===== config.mk =====
export PLATFORM = sky130hd
export DESIGN_NAME = reorder_buffer_flat
export DESIGN_NICKNAME = d
export VERILOG_FILES = /design/src/rtl/types_pkg.sv /design/src/rtl/reorder_buffer_if.sv /design/src/rtl/reorder_buffer_perf_counters.sv /design/src/rtl/reorder_buffer.sv /design/src/flat_wrapper.sv
export SDC_FILE = /design/constraint.sdc
export NUM_CORES = 2
export LEC_CHECK = 0
export BUFFER_PORTS_ARGS = -buffer_cell sky130_fd_sc_hd__buf_2
export CAP_MARGIN = 0
export CORE_ASPECT_RATIO = 1.5
export CORE_MARGIN = 1.5
export CORE_UTILIZATION = 40
export CTS_CLUSTER_SIZE = 25
export DETAILED_ROUTE_END_ITERATION = 10
export SLEW_MARGIN = 20
export SYNTH_ARGS = -nofsm -noshare
export SYNTH_HDL_FRONTEND = slang
export SYNTH_SLANG_ARGS = --single-unit

===== constraint.sdc =====
create_clock -name clk -period 13.3 [get_ports clk]
set_input_delay 0 -clock clk [delete_from_list [all_inputs] [get_ports clk]]
set_output_delay 0 -clock clk [all_outputs]
set_load 0.02 [all_outputs]

===== src/rtl/types_pkg.sv =====
// types_pkg: shared ROB types, sizing constants and pointer-age helper
package types_pkg;
  localparam int ROB_DEPTH = 32;
  localparam int ROB_TAG_W = 5;
  typedef logic [ROB_TAG_W-1:0] rob_tag_t;
  typedef logic [ROB_TAG_W:0] rob_cnt_t;
  typedef struct packed {
    logic [31:0] pc;
    logic [6:0]  pd_new;
    logic [6:0]  pd_old;
  } rename_data;
  typedef struct packed {
    logic     fu_alu_done;
    rob_tag_t rob_fu_alu;
  } alu_data;
  typedef struct packed {
    logic     fu_mem_done;
    rob_tag_t rob_fu_mem;
  } mem_data;
  typedef struct packed {
    logic     fu_b_done;
    rob_tag_t rob_fu_b;
    logic     mispredict;
    rob_tag_t mispredict_tag;
  } b_data;
  typedef struct packed {
    logic        valid;
    logic        complete;
    logic [31:0] pc;
    logic [6:0]  pd_new;
    logic [6:0]  pd_old;
    rob_tag_t    rob_index;
  } rob_data;
  function automatic rob_tag_t rob_age(input rob_tag_t tag, input rob_tag_t head);
    return tag - head;
  endfunction
endpackage


===== src/rtl/reorder_buffer_if.sv =====
// reorder_buffer_if: rename alloc, FU writeback, commit and flush signals; master = pipeline side, slave = ROB
interface reorder_buffer_if;
  import types_pkg::*;
  logic       alloc_valid;
  rename_data alloc_data;
  logic       alloc_ready;
  rob_tag_t   alloc_tag;
  alu_data    alu_wb;
  mem_data    mem_wb;
  b_data      b_wb;
  logic       commit_valid;
  rob_tag_t   commit_tag;
  logic [6:0] commit_pd_new;
  logic [6:0] commit_pd_old;
  logic [31:0] commit_pc;
  rob_tag_t   head_tag;
  logic       flush;
  logic       empty;
  logic       full;
  modport master (
    output alloc_valid, alloc_data, alu_wb, mem_wb, b_wb,
    input  alloc_ready, alloc_tag, commit_valid, commit_tag, commit_pd_new,
           commit_pd_old, commit_pc, head_tag, flush, empty, full
  );
  modport slave (
    input  alloc_valid, alloc_data, alu_wb, mem_wb, b_wb,
    output alloc_ready, alloc_tag, commit_valid, commit_tag, commit_pd_new,
           commit_pd_old, commit_pc, head_tag, flush, empty, full
  );
endinterface


===== src/rtl/reorder_buffer_perf_counters.sv =====
// rob_perf_counters: wrapping commit and squash counters; clk, rst_n, commit_fire, squash_cnt -> perf_committed, perf_squashed
module rob_perf_counters
  import types_pkg::*;
(
  input  logic        clk,
  input  logic        rst_n,
  input  logic        commit_fire,
  input  rob_cnt_t    squash_cnt,
  output logic [31:0] perf_committed,
  output logic [31:0] perf_squashed
);
  always_ff @(posedge clk) begin
    if (!rst_n) begin
      perf_committed <= '0;
      perf_squashed  <= '0;
    end else begin
      perf_committed <= perf_committed + 32'(commit_fire);
      perf_squashed  <= perf_squashed + 32'(squash_cnt);
    end
  end
endmodule


===== src/rtl/reorder_buffer.sv =====
// reorder_buffer: 32-entry circular ROB, in-order retire, mispredict squash; ports clk, rst_n, rob (reorder_buffer_if.slave), perf_committed/perf_squashed only with ROB_PERF_EN
module reorder_buffer
  import types_pkg::*;
#(
  parameter int DEPTH = ROB_DEPTH
) (
  input  logic clk,
  input  logic rst_n,
  reorder_buffer_if.slave rob
`ifdef ROB_PERF_EN
  ,
  output logic [31:0] perf_committed,
  output logic [31:0] perf_squashed
`endif
);
  rob_data    entries [DEPTH];
  rob_tag_t   head;
  rob_tag_t   tail;
  rob_cnt_t   count;
  logic       mispredict;
  logic       alloc_fire;
  logic       commit_fire;
  rob_tag_t   br_age;
  logic [DEPTH-1:0] squash;
  logic [DEPTH-1:0] done;
  assign rob.full          = count == rob_cnt_t'(DEPTH);
  assign rob.empty         = count == '0;
  assign rob.alloc_ready   = !rob.full && !rob.b_wb.mispredict;
  assign rob.alloc_tag     = tail;
  assign rob.head_tag      = head;
  assign rob.commit_valid  = entries[head].valid && entries[head].complete;
  assign rob.commit_tag    = head;
  assign rob.commit_pd_new = entries[head].pd_new;
  assign rob.commit_pd_old = entries[head].pd_old;
  assign rob.commit_pc     = entries[head].pc;
  // An entry is younger than the branch when its distance from head exceeds the branch's.
  always_comb begin
    mispredict  = rob.b_wb.mispredict;
    alloc_fire  = rob.alloc_valid && rob.alloc_ready;
    commit_fire = rob.commit_valid;
    br_age      = rob_age(rob.b_wb.mispredict_tag, head);
    squash      = '0;
    done        = '0;
    for (int i = 0; i < DEPTH; i++) begin
      squash[i] = mispredict && entries[i].valid && rob_age(rob_tag_t'(i), head) > br_age;
      done[i]   = (rob.alu_wb.fu_alu_done && rob.alu_wb.rob_fu_alu == rob_tag_t'(i)) ||
                  (rob.mem_wb.fu_mem_done && rob.mem_wb.rob_fu_mem == rob_tag_t'(i)) ||
                  (rob.b_wb.fu_b_done && rob.b_wb.rob_fu_b == rob_tag_t'(i));
    end
  end
  always_ff @(posedge clk) begin
    if (!rst_n) begin
      head      <= '0;
      tail      <= '0;
      count     <= '0;
      rob.flush <= 1'b0;
      for (int i = 0; i < DEPTH; i++) begin
        entries[i].valid    <= 1'b0;
        entries[i].complete <= 1'b0;
      end
    end else begin
      head      <= head + rob_tag_t'(commit_fire);
      tail      <= mispredict ? rob.b_wb.mispredict_tag + rob_tag_t'(1) : tail + rob_tag_t'(alloc_fire);
      count     <= mispredict ? rob_cnt_t'(br_age) + rob_cnt_t'(1) - rob_cnt_t'(commit_fire)
                              : count + rob_cnt_t'(alloc_fire) - rob_cnt_t'(commit_fire);
      rob.flush <= mispredict;
      for (int i = 0; i < DEPTH; i++) begin
        if (squash[i] || (commit_fire && head == rob_tag_t'(i)))
          entries[i].valid <= 1'b0;
        else if (entries[i].valid && done[i])
          entries[i].complete <= 1'b1;
        if (alloc_fire && tail == rob_tag_t'(i))
          entries[i] <= '{valid: 1'b1, complete: 1'b0, pc: rob.alloc_data.pc,
                          pd_new: rob.alloc_data.pd_new, pd_old: rob.alloc_data.pd_old,
                          rob_index: tail};
      end
    end
  end
`ifdef ROB_PERF_EN
  rob_cnt_t squash_cnt;
  always_comb squash_cnt = rob_cnt_t'($countones(squash));
  rob_perf_counters u_perf (
    .clk           (clk),
    .rst_n         (rst_n),
    .commit_fire   (commit_fire),
    .squash_cnt    (squash_cnt),
    .perf_committed(perf_committed),
    .perf_squashed (perf_squashed)
  );
`endif
endmodule


===== src/flat_wrapper.sv =====
// flat-port wrapper written by rule: the top's interface ports become plain ports
module reorder_buffer_flat import types_pkg::*;
#(
  parameter int DEPTH = ROB_DEPTH
)
  (clk, rst_n, rob_alloc_valid, rob_alloc_data, rob_alu_wb, rob_mem_wb, rob_b_wb, rob_alloc_ready, rob_alloc_tag, rob_commit_valid, rob_commit_tag, rob_commit_pd_new, rob_commit_pd_old, rob_commit_pc, rob_head_tag, rob_flush, rob_empty, rob_full);
  reorder_buffer_if rob_i ();
  input  logic clk;
  input  logic rst_n;
  input wire logic [$bits(rob_i.alloc_valid)-1:0] rob_alloc_valid;
  input wire logic [$bits(rob_i.alloc_data)-1:0] rob_alloc_data;
  input wire logic [$bits(rob_i.alu_wb)-1:0] rob_alu_wb;
  input wire logic [$bits(rob_i.mem_wb)-1:0] rob_mem_wb;
  input wire logic [$bits(rob_i.b_wb)-1:0] rob_b_wb;
  output wire logic [$bits(rob_i.alloc_ready)-1:0] rob_alloc_ready;
  output wire logic [$bits(rob_i.alloc_tag)-1:0] rob_alloc_tag;
  output wire logic [$bits(rob_i.commit_valid)-1:0] rob_commit_valid;
  output wire logic [$bits(rob_i.commit_tag)-1:0] rob_commit_tag;
  output wire logic [$bits(rob_i.commit_pd_new)-1:0] rob_commit_pd_new;
  output wire logic [$bits(rob_i.commit_pd_old)-1:0] rob_commit_pd_old;
  output wire logic [$bits(rob_i.commit_pc)-1:0] rob_commit_pc;
  output wire logic [$bits(rob_i.head_tag)-1:0] rob_head_tag;
  output wire logic [$bits(rob_i.flush)-1:0] rob_flush;
  output wire logic [$bits(rob_i.empty)-1:0] rob_empty;
  output wire logic [$bits(rob_i.full)-1:0] rob_full;
  assign rob_i.alloc_valid = rob_alloc_valid;
  assign rob_i.alloc_data = rob_alloc_data;
  assign rob_i.alu_wb = rob_alu_wb;
  assign rob_i.mem_wb = rob_mem_wb;
  assign rob_i.b_wb = rob_b_wb;
  assign rob_alloc_ready = rob_i.alloc_ready;
  assign rob_alloc_tag = rob_i.alloc_tag;
  assign rob_commit_valid = rob_i.commit_valid;
  assign rob_commit_tag = rob_i.commit_tag;
  assign rob_commit_pd_new = rob_i.commit_pd_new;
  assign rob_commit_pd_old = rob_i.commit_pd_old;
  assign rob_commit_pc = rob_i.commit_pc;
  assign rob_head_tag = rob_i.head_tag;
  assign rob_flush = rob_i.flush;
  assign rob_empty = rob_i.empty;
  assign rob_full = rob_i.full;
  reorder_buffer #(.DEPTH(DEPTH)) u_core (.clk(clk), .rst_n(rst_n), .rob(rob_i));
endmodule

==> impl_metrics.toml <==
[route]
totalWireLength_mm = 179
highest_layer = "met5"
ant_nets = 0
viasPerCell = 5.89
dr_total_vias = 33982
wl_met1_mm = 69.7
wl_per_cell_um = 31.1
drc = 0
met2_length_mm = 91.2
drtPass1Iterations = 6
first_iter_violations = 3499
wl_met3_mm = 10.4

[clock_network]
cts_setup_buffers = 0
cts.hold.buffers_added = 67
clock_latency_ns = 0.78
cts_tree = "yes"
cts-root-buf = "clkbuf_16"
postCtsResizedCells = 0
htreeDepth = 4
cts.sinks = 1553
cts_buffers = 143
clk_pin_slew_ns = 0.07
clockBufferDepth = 3

[logic_synthesis]
ys_async_sr_fraction = 0
synth_top_cell_area_share = 0.710
synthFlopType = "edfxtp_1"
ys_seq_area_frac = 0.716
netlist_instances = 3335
syn-num-nets = 3482
yosysUniqueCellTypes = 96
ys_ff_latch = 1553
synthTopCellsByCount = "edfxtp_1 (1,533), mux4_2 (460), nand2_1 (255)"
yosysWarnings = 0
netlist_area_um2 = 64900
synth.most_common_cell = "edfxtp_1"
avgSynthCellArea_um2 = 19.5
synth-edff-count = 1533
yosys-top-cells-area = "edfxtp_1 (71%), mux4_2 (16%), nand2_1 (1.5%)"
yosysTopAreaCell = "edfxtp_1"

[timing]
hold_viol = 0
rsz0062_at_grt = "false"
worst_slew_pin_slew_ns = 1.18
fmax_mhz = 141
period_share = 0.535
hold_ws_ns = 0.0662
finalSetupViolCount = 0
finalSetupTns_ns = 0
relSlewSlack = 0.206
finalClockSkew_ns = 0.0325
fin_crit_ns = 7.12
slew_viol_final = 0
layout_setup_ws_ns = 6.18

[setup_path]
critPathTopFamily = "buffers and inverters"
critPathMaxStageDelay_ns = 0.84
critPathMaxFanout = 50
crit_slowest_cell = "buf_4"
path_class = "reg -> reg"
crit_buf_inv = 6
crit_chain = "buf_4 -> inv_8 -> ha_1 -> a21oi_1 -> and2_1 -> xnor3_1 -> clkinv_1 -> buf_4 -> ha_1 -> o211ai_1 -> a31o_2 -> a21oi_1 -> a211oi_1 -> o21ai_0 -> nand4_1 -> nor4_4 -> buf_4 -> buf_4 -> a21boi_1"
cp_data_required_time_ns = 13.65
crit_path_end_kind = "flop"
critPathMostFrequentCell = "buf_4"
critPathLaunchType = "flop"
arrival_ns = 7.47

[placed_design]
globalplace.congestion = 0.980
portBuffers = 138
dp_hpwl_mm = 105
pre_cts_ws_ns = 6.27

[final_layout]
area_delta_synth_final_pct = 12.8
fin_nets = 3715
drive_above_1_share = 0.269

[global_route]
grt_overflow = 0
grt_usage = 0.218
grt_first_pass_wirelength_mm = 255
grt_max_degree = 110
antenna_found_initial = 14
grt_pass1_vias = 35096

[floorplanning]
floorplan.initialDensity = 0.403
fp.dieH_um = 496
rows = 180
die_w_um = 332
die-area_um2 = 165000
coreArea_um2 = 161000
io_pins = 139

[pwr]
ir_drop_mv = 0.116
leakage_nw = 23.4
p_per_area_nw_per_um2 = 162
power.total_mw = 11.8

[job]
drv_cap = 0

[outcome]
status = "finished clean"

[worst_hold_path]
hold_class = "in -> reg"
[report_power, final]
group / total [mW] / switching, mW / internal (mW)
registers: 5.60 / 0.0418 / 5.56
logic: 2.22 / 1.22 / 0.997
clock network: 4.00 / 1.79 / 2.21
[layer usage]
layer	global-route usage	vias up
met3	0.0350	312
met1	0.273	18236
met4	0.0937	2
li1	-	14158
met2	0.377	1274
met5	0	-
[worst register-to-register path: stages, from the launching register on]
cell      delay (ns)
dfxtp_1         0.30
buf_4           0.24
inv_8           0.52
ha_1            0.45
a21oi_1         0.27
and2_1          0.21
xnor3_1         0.18
clkinv_1        0.14
buf_4           0.26
ha_1            0.35
o211ai_1        0.09
a31o_2          0.25
a21oi_1         0.36
a211oi_1        0.13
o21ai_0         0.50
nand4_1         0.31
nor4_4          0.32
buf_4           0.44
buf_4           0.84
a21boi_1        0.55
[through the flow]
stage | std cells | util | cell area (µm²)
3_5_place_dp | 5449 | 0.423 | 68100
5_1_grt | 5769 | 0.455 | 73200
3_3_place_gp | 5449 | 0.423 | 68100
4_1_cts | 5766 | 0.455 | 73200
2_1_floorplan | 3335 | - | 64900
6_report | 5771 | 0.455 | 73200
[cell families after synthesis]
logic type	after synthesis	share of synthesized area
buf+inv	266	0.0173
mux	465	0.160
simple gates	609	0.0458
xor+xnor	43	0.00642
flops	1553	0.716
fa+ha+maj	91	0.0172
compound gates	308	0.0370
[cells in the final DEF (no fill, tap or decap), types with 44 or more instances in the layout]
master | synthesis | layout
a21boi_2 | 44 | 44
buf_2 | 14 | 138
buf_4 | 6 | 65
clkbuf_16 | 0 | 147
dlygate4sd3_1 | 0 | 67
edfxtp_1 | 1533 | 1533
ha_1 | 72 | 72
inv_1 | 76 | 55
mux4_2 | 460 | 460
nand2_1 | 255 | 255
nand3_1 | 74 | 74
nor2_1 | 98 | 87
[worst paths after layout]
path                                        from                                   end  slack (ns)  cells after the start
max          u_core.rob.commit_tag[3]$_SDFF_PN0_        u_core.entries[9][6]$_DFFE_PP_        6.18                     19
min                                rob_alu_wb[3]  u_core.entries[29][51]$_SDFFCE_PN0P_        0.07                      5
max reg2reg  u_core.rob.commit_tag[3]$_SDFF_PN0_        u_core.entries[9][6]$_DFFE_PP_        6.18                     19
min reg2reg       u_core.entries[16][51]$_DFF_P_        u_core.entries[16][51]$_DFF_P_        0.53                      2
[sequential cells by signal, summed over array words and instances (netlist names)]
name                   cells
u_core.count               6
u_core.entries          1536
u_core.rob.alloc_tag       5
u_core.rob.commit_tag      5
u_core.rob.flush           1
[final cells by class]
| type | instances | area (µm²) |
|---|---|---|
| well taps | 2093 | 2620 |
| fillers | 13612 | 87600 |
| clock buffers | 178 | 3790 |
| flip-flops and latches | 1553 | 46400 |
| diodes | 5 | 12.5 |
| repair buffers | 272 | 1890 |
| clock inverters | 72 | 663 |
| inverters | 82 | 362 |
| multi-input cells | 1516 | 17400 |
Note: power is estimated with default switching activity, not from simulation.
